$ cat src/rtl/segment_swap_ctl_pkg.sv
// -----------------------------------------------------------------------------
// segment_swap_ctl_pkg
//   Shared types and constants for the two-segment read scheduler.
//   - swap_state_t      : scheduler state (RUN, WAIT_WRAP, STOPPED)
//   - TRANSITION_MODE_* : encodings of the transition_mode input
//   - REP_INFINITE      : repeat value meaning "loop forever" at the default
//                         16-bit repeat width
// -----------------------------------------------------------------------------
package segment_swap_ctl_pkg;

    typedef enum logic [1:0] {
        RUN       = 2'd0,
        WAIT_WRAP = 2'd1,
        STOPPED   = 2'd2
    } swap_state_t;

    localparam logic TRANSITION_MODE_BOUNDARY  = 1'b0;
    localparam logic TRANSITION_MODE_IMMEDIATE = 1'b1;

    localparam logic [15:0] REP_INFINITE = '1;

endpackage : segment_swap_ctl_pkg

$ cat src/rtl/segment_swap_ctl.sv
// -----------------------------------------------------------------------------
// segment_swap_ctl
//   Decides which of two sample segments the sampler reads, when a requested
//   segment swap takes effect (immediately or at the end of the current
//   cycle), and when playback stops after the programmed repetitions.
//
// Ports
//   clk, rst_n        : clock, asynchronous active-low reset
//   update            : 1-cycle pulse, settings/request are valid
//   req_segment       : requested read segment
//   transition_mode   : 0 = swap at end of cycle, 1 = swap immediately
//   cycle_0 / cycle_1 : last valid sample index of segment 0 / 1
//   rep_0 / rep_1     : extra repetitions of segment 0 / 1 (all-ones = forever)
//   idx, idx_strobe   : index presented by the sampler and its consume pulse
//   segment           : active read segment
//   seg_changed       : 1-cycle pulse coincident with a segment change
//   stop              : repetitions exhausted
//   swap_pending      : boundary swap latched but not yet applied
//   swap_count        : wrapping count of segment changes
//
// Configuration
//   SEGMENT_SWAP_STATUS_EN : when defined, swap_count counts seg_changed
//                            pulses modulo 256; otherwise it is tied to 0.
// -----------------------------------------------------------------------------
module segment_swap_ctl
    import segment_swap_ctl_pkg::*;
#(
    parameter int IDX_WIDTH = 16,
    parameter int REP_WIDTH = 16
) (
    input  logic                 clk,
    input  logic                 rst_n,
    input  logic                 update,
    input  logic                 req_segment,
    input  logic                 transition_mode,
    input  logic [IDX_WIDTH-1:0] cycle_0,
    input  logic [IDX_WIDTH-1:0] cycle_1,
    input  logic [REP_WIDTH-1:0] rep_0,
    input  logic [REP_WIDTH-1:0] rep_1,
    input  logic [IDX_WIDTH-1:0] idx,
    input  logic                 idx_strobe,
    output logic                 segment,
    output logic                 seg_changed,
    output logic                 stop,
    output logic                 swap_pending,
    output logic [7:0]           swap_count
);

    localparam logic [REP_WIDTH-1:0] REP_ALL_ONES = '1;
    localparam logic [REP_WIDTH-1:0] REP_ZERO     = '0;

    swap_state_t            state_q, state_d;
    logic                   segment_q, segment_d;
    logic                   seg_changed_q, seg_changed_d;
    logic                   stop_q, stop_d;
    logic                   swap_pending_q, swap_pending_d;
    logic                   target_q, target_d;
    logic [REP_WIDTH-1:0]   loop_cnt_q, loop_cnt_d;

    logic [IDX_WIDTH-1:0]   cyc_sel;
    logic [REP_WIDTH-1:0]   rep_sel;
    logic                   eoc;

    // Operands of the currently active segment and end-of-cycle detection.
    // A cycle that shrank below the current index simply never matches
    // until the timer wraps back to 0.
    always_comb begin
        cyc_sel = segment_q ? cycle_1 : cycle_0;
        rep_sel = segment_q ? rep_1   : rep_0;
        eoc     = idx_strobe && (idx == cyc_sel);
    end

    // Next-state logic; an update always takes precedence over an end-of-cycle.
    always_comb begin
        state_d        = state_q;
        segment_d      = segment_q;
        seg_changed_d  = 1'b0;
        stop_d         = stop_q;
        swap_pending_d = swap_pending_q;
        target_d       = target_q;
        loop_cnt_d     = loop_cnt_q;

        if (update) begin
            if (req_segment == segment_q) begin
                // Same segment: restart playback without a change pulse.
                state_d        = RUN;
                stop_d         = 1'b0;
                swap_pending_d = 1'b0;
                loop_cnt_d     = REP_ZERO;
            end else if ((transition_mode == TRANSITION_MODE_IMMEDIATE) ||
                         (state_q == STOPPED)) begin
                // Nothing is playing (or caller wants it now): swap at once.
                state_d        = RUN;
                segment_d      = req_segment;
                seg_changed_d  = 1'b1;
                stop_d         = 1'b0;
                swap_pending_d = 1'b0;
                loop_cnt_d     = REP_ZERO;
            end else begin
                // Boundary swap: a newer request simply overwrites the target.
                state_d        = WAIT_WRAP;
                target_d       = req_segment;
                swap_pending_d = 1'b1;
            end
        end else if (eoc) begin
            case (state_q)
                RUN: begin
                    if ((rep_sel != REP_ALL_ONES) && (loop_cnt_q == rep_sel)) begin
                        state_d = STOPPED;
                        stop_d  = 1'b1;
                    end else if (loop_cnt_q != REP_ALL_ONES) begin
                        loop_cnt_d = loop_cnt_q + REP_WIDTH'(1);
                    end else begin
                        loop_cnt_d = loop_cnt_q;
                    end
                end
                WAIT_WRAP: begin
                    // Repeat counting is suspended while a swap is pending.
                    state_d        = RUN;
                    segment_d      = target_q;
                    seg_changed_d  = 1'b1;
                    swap_pending_d = 1'b0;
                    loop_cnt_d     = REP_ZERO;
                end
                STOPPED: begin
                    state_d = STOPPED;
                end
                default: begin
                    // Unreachable encoding: recover into a clean restart.
                    state_d        = RUN;
                    stop_d         = 1'b0;
                    swap_pending_d = 1'b0;
                    loop_cnt_d     = REP_ZERO;
                end
            endcase
        end else begin
            state_d = state_q;
        end
    end

    // Scheduler state and registered outputs.
    always_ff @(posedge clk or negedge rst_n) begin
        if (!rst_n) begin
            state_q        <= RUN;
            segment_q      <= 1'b0;
            seg_changed_q  <= 1'b0;
            stop_q         <= 1'b0;
            swap_pending_q <= 1'b0;
            target_q       <= 1'b0;
            loop_cnt_q     <= REP_ZERO;
        end else begin
            state_q        <= state_d;
            segment_q      <= segment_d;
            seg_changed_q  <= seg_changed_d;
            stop_q         <= stop_d;
            swap_pending_q <= swap_pending_d;
            target_q       <= target_d;
            loop_cnt_q     <= loop_cnt_d;
        end
    end

    assign segment      = segment_q;
    assign seg_changed  = seg_changed_q;
    assign stop         = stop_q;
    assign swap_pending = swap_pending_q;

`ifdef SEGMENT_SWAP_STATUS_EN
    logic [7:0] swap_count_q;

    // Swap counter advances together with each seg_changed pulse.
    always_ff @(posedge clk or negedge rst_n) begin
        if (!rst_n) begin
            swap_count_q <= 8'h00;
        end else if (seg_changed_d) begin
            swap_count_q <= swap_count_q + 8'h01;
        end else begin
            swap_count_q <= swap_count_q;
        end
    end

    assign swap_count = swap_count_q;
`else
    assign swap_count = 8'h00;
`endif

endmodule : segment_swap_ctl
$ cat config.mk
export PLATFORM = sky130hd
export DESIGN_NAME = segment_swap_ctl
export DESIGN_NICKNAME = d
export VERILOG_FILES = /design/src/rtl/segment_swap_ctl_pkg.sv /design/src/rtl/segment_swap_ctl.sv
export SDC_FILE = /design/constraint.sdc
export NUM_CORES = 1
export LEC_CHECK = 0
export ABC_AREA = 0
export CELL_PAD_IN_SITES_DETAIL_PLACEMENT = 1
export CELL_PAD_IN_SITES_GLOBAL_PLACEMENT = 2
export CORE_MARGIN = 3
export CORE_UTILIZATION = 22
export CTS_CLUSTER_DIAMETER = 40
export DETAILED_ROUTE_END_ITERATION = 10
export HOLD_SLACK_MARGIN = 0.1
export PLACE_DENSITY = 0.83
export SYNTH_ARGS = -nofsm -noshare
export SYNTH_HDL_FRONTEND = slang
export SYNTH_SLANG_ARGS = --single-unit
$ cat constraint.sdc
create_clock -name clk -period 2.47 [get_ports clk]
set_clock_uncertainty 0.05 [all_clocks]
set_input_delay 0.247 -clock clk [delete_from_list [all_inputs] [get_ports clk]]
set_output_delay 0.247 -clock clk [all_outputs]
set_load 0.05 [all_outputs]
==> flow_summary.ini, run 1 <==
[finish]
nets = 478
synthToLayoutAreaGrowth_pct = 59.9
drive_above_1_share_pct = 17.8
n_antenna_cell = 0
layout_commonest_cell = clkdlybuf4s50_1
stdcell_count = 523
fillers = 1217
layout_common_cells = clkdlybuf4s50_1, mux2i_1, xnor2_1, buf_4, nand2_1

[timing]
finalSetupViolCount = 20
fin_crit_ps = 2670
worst_slack_ps = -196
finalHoldViolCount = 0
tightest_slew_ps = 524
slew_viol_final = 0
rsz0062_at_grt = true
fin_setup_tns_ps = -1940
finalCritPeriodShare_pct = 108
slew-limit-headroom_pct = 65.0
max_freq_mhz = 375

[grt]
met2_usage_pct = 24.8
grt_first_pass_wirelength_mm = 13.0
grt_pass1_vias = 2708
grt_overflow_total = 0
gr-max-usage-layer = met2
grtUsageMet3_pct = 1.69
grt_use_total_pct = 13.4
grt_antenna_before_repair = 0
gr-usage-met1_pct = 16.8
grt_max_degree = 24

[setup_path]
end_kind = register
worstSetupPathType = reg -> reg
arrival_ps = 2810
critical_path_required_ps = 2610
critPathLaunchType = register
crit_fanout = 5

[drt]
wire_per_inst_um = 16.3
drt_iter0_drc = 123
ant_nets = 0
num_vias = 2510
dr.pass1.iters = 4
routed_wirelength_mm = 8.52
viasPerCell = 4.80
remaining_drc_errors = 0

[placed_design]
numPortBuffers = 89
gp_congestion = 0.784
hpwlAfterDp_mm = 6.56
dp.cells = 511

[yosys]
synthSimpleGateAreaFrac_pct = 22.6
synth_top_cell_area_share_pct = 24.1
synth_xor_xnor_area_share_pct = 12.1
muxShareOfSynthArea_pct = 14.4
yosysUniqueCellTypes = 48
synth_fa_ha_area_share_pct = 2.10
syn_area_per_cell_um2 = 8.62
ys_seq_area_share_pct = 24.1
synth_top_area_cell = dfrtp_1
ys_warn_count = 0
netlist_area_um2 = 2390
synth_seq_cells = 23
synth_area_leaders = dfrtp_1, mux2i_1, xnor2_1
netlist_instances = 277
synth_top_family_by_area = simple AND/OR/NAND/NOR gates
synth-compound-area-share_pct = 16.2

[pwr]
p_leak_nw = 1.54
p_total_mw = 2.09
ir_worst_vdd_mv = 0.248
p_per_area_nw_per_um2 = 548

[job]
max-cap-violations = 0

[cts]
cts_buffer_depth = 2
clock-sinks = 23
clock_latency_ps = 270
clk_pin_slew_ps = 80
cts_tree = done
h-tree-depth = 1
cts-root-buf = clkbuf_8
numCtsBuffers = 3

[floorplanning]
rows = 37
die_area_um2 = 12100
initial_core_util_pct = 22.9
core_um2 = 10400
die_x_um = 110
die_y_um = 110
io_pins = 98

[min_path]
hold_class = in -> async

[outcome]
failed_checks = negative setup slack
status = complete, but fails checks
## flip-flops by register name (all words and copies together) (netlist names)
name,cells
state_q,2
seg_changed,1
loop_cnt_q,16
swap_pending,1
segment,1
stop,1
target_q,1
## per-stage QoR
stage               area (um^2)  worst slack, ps  utilization, %  hold slack (ps)
floorplan                  2450             -114               -            -98.6
global route               3820             -292            36.6              317
CTS                        3710             -119            35.6              304
detailed placement         3540             -224            34.0              424
finish                     3820             -196            36.6              285
global placement           3540             -145            34.0              411
## cell families after synthesis
logic type	count (synthesis)
fa+ha+maj	4
mux	34
xor+xnor	33
flops	23
other cells	1
simple gates	97
buf+inv	35
compound gates	50
## cells in the mapped netlist (all sizes together)
cell,instances
mux2i,34
xnor2,31
dfrtp,23
nand2,23
buf,17
nor2,15
nand3,13
inv,10
nor4,10
o211ai,9
clkbuf,8
a31oi,7
nand4,7
a21oi,6
nor3,6
a32oi,5
o21ai,5
a21o,4
ha,4
nand2b,4
nor3b,4
o311ai,4
and3,3
and4,3
nand3b,3
a41oi,2
nor2b,2
o22ai,2
o31ai,2
or2,2
xor2,2
a2111oi,1
a31o,1
conb,1
nor4b,1
o21a,1
o31a,1
or4,1
## report_power, final
group / internal (mW) / total, mW / switching (mW) / leakage [nW]
logic: 0.768 / 1.42 / 0.648 / 1.20
clock network: 0.115 / 0.243 / 0.127 / 0.0228
registers: 0.406 / 0.434 / 0.0278 / 0.314
total: 1.29 / 2.09 / 0.803 / 1.54
## per-layer routing
layer  vias to the layer above  routed length (um)
li1                       1223                   -
met5                         -                   0
met4                         0                  80
met2                        63                4350
met1                      1216                3650
met3                         8                 441
## worst max-delay path: stages (launching register included)
cell and delay, ps:
dfrtp_2 470, buf_4 160, clkbuf_16 150, mux2i_1 210
xnor2_1 140, nor4_2 230, and3_1 200, nand4_1 140
or4_4 560, buf_6 140, mux2i_1 130
## cell type report
cell class | count | area, um^2 | area share [%]
flip-flops and latches | 23 | 577 | 15.1
multi-input cells | 226 | 1780 | 46.6
clock buffers | 4 | 45.0 | 1.18
well taps | 136 | 170 | 4.46
inverters | 10 | 37.5 | 0.983
repair buffers | 124 | 1210 | 31.7
## worst paths after layout
check                              start            end  slack (ps)  cells past startpoint
worst min register to register  target_q       target_q         440                      2
min in group clk                target_q       target_q         440                      2
worst max-delay path             segment  loop_cnt_q[0]        -200                     10
worst min-delay path               rst_n  loop_cnt_q[8]         290                      2
max in group asynchronous          rst_n        segment        1820                      2
worst max register to register   segment  loop_cnt_q[0]        -200                     10
## timing repair
action	4_1_cts	5_1_grt
gates resized for setup	15	11
setup buffers	5	2
endpoints found under the hold margin	0	0
pin swaps	2	7
cloned	0	1
hold buffers	0	0
setup endpoints to repair	19	22
(Power assumes the default switching activity.)
==> run 2: changes to the inputs <==
--- a/config.mk
+++ b/config.mk
@@ -6,6 +6,7 @@
 export NUM_CORES = 1
 export LEC_CHECK = 0
 export ABC_AREA = 0
+export ABC_CLOCK_PERIOD_IN_PS = 2470
 export CELL_PAD_IN_SITES_DETAIL_PLACEMENT = 1
 export CELL_PAD_IN_SITES_GLOBAL_PLACEMENT = 2
 export CORE_MARGIN = 3
==> results of run 2 <==
The final DEF is identical to that of run 1; final timing and power are the same.
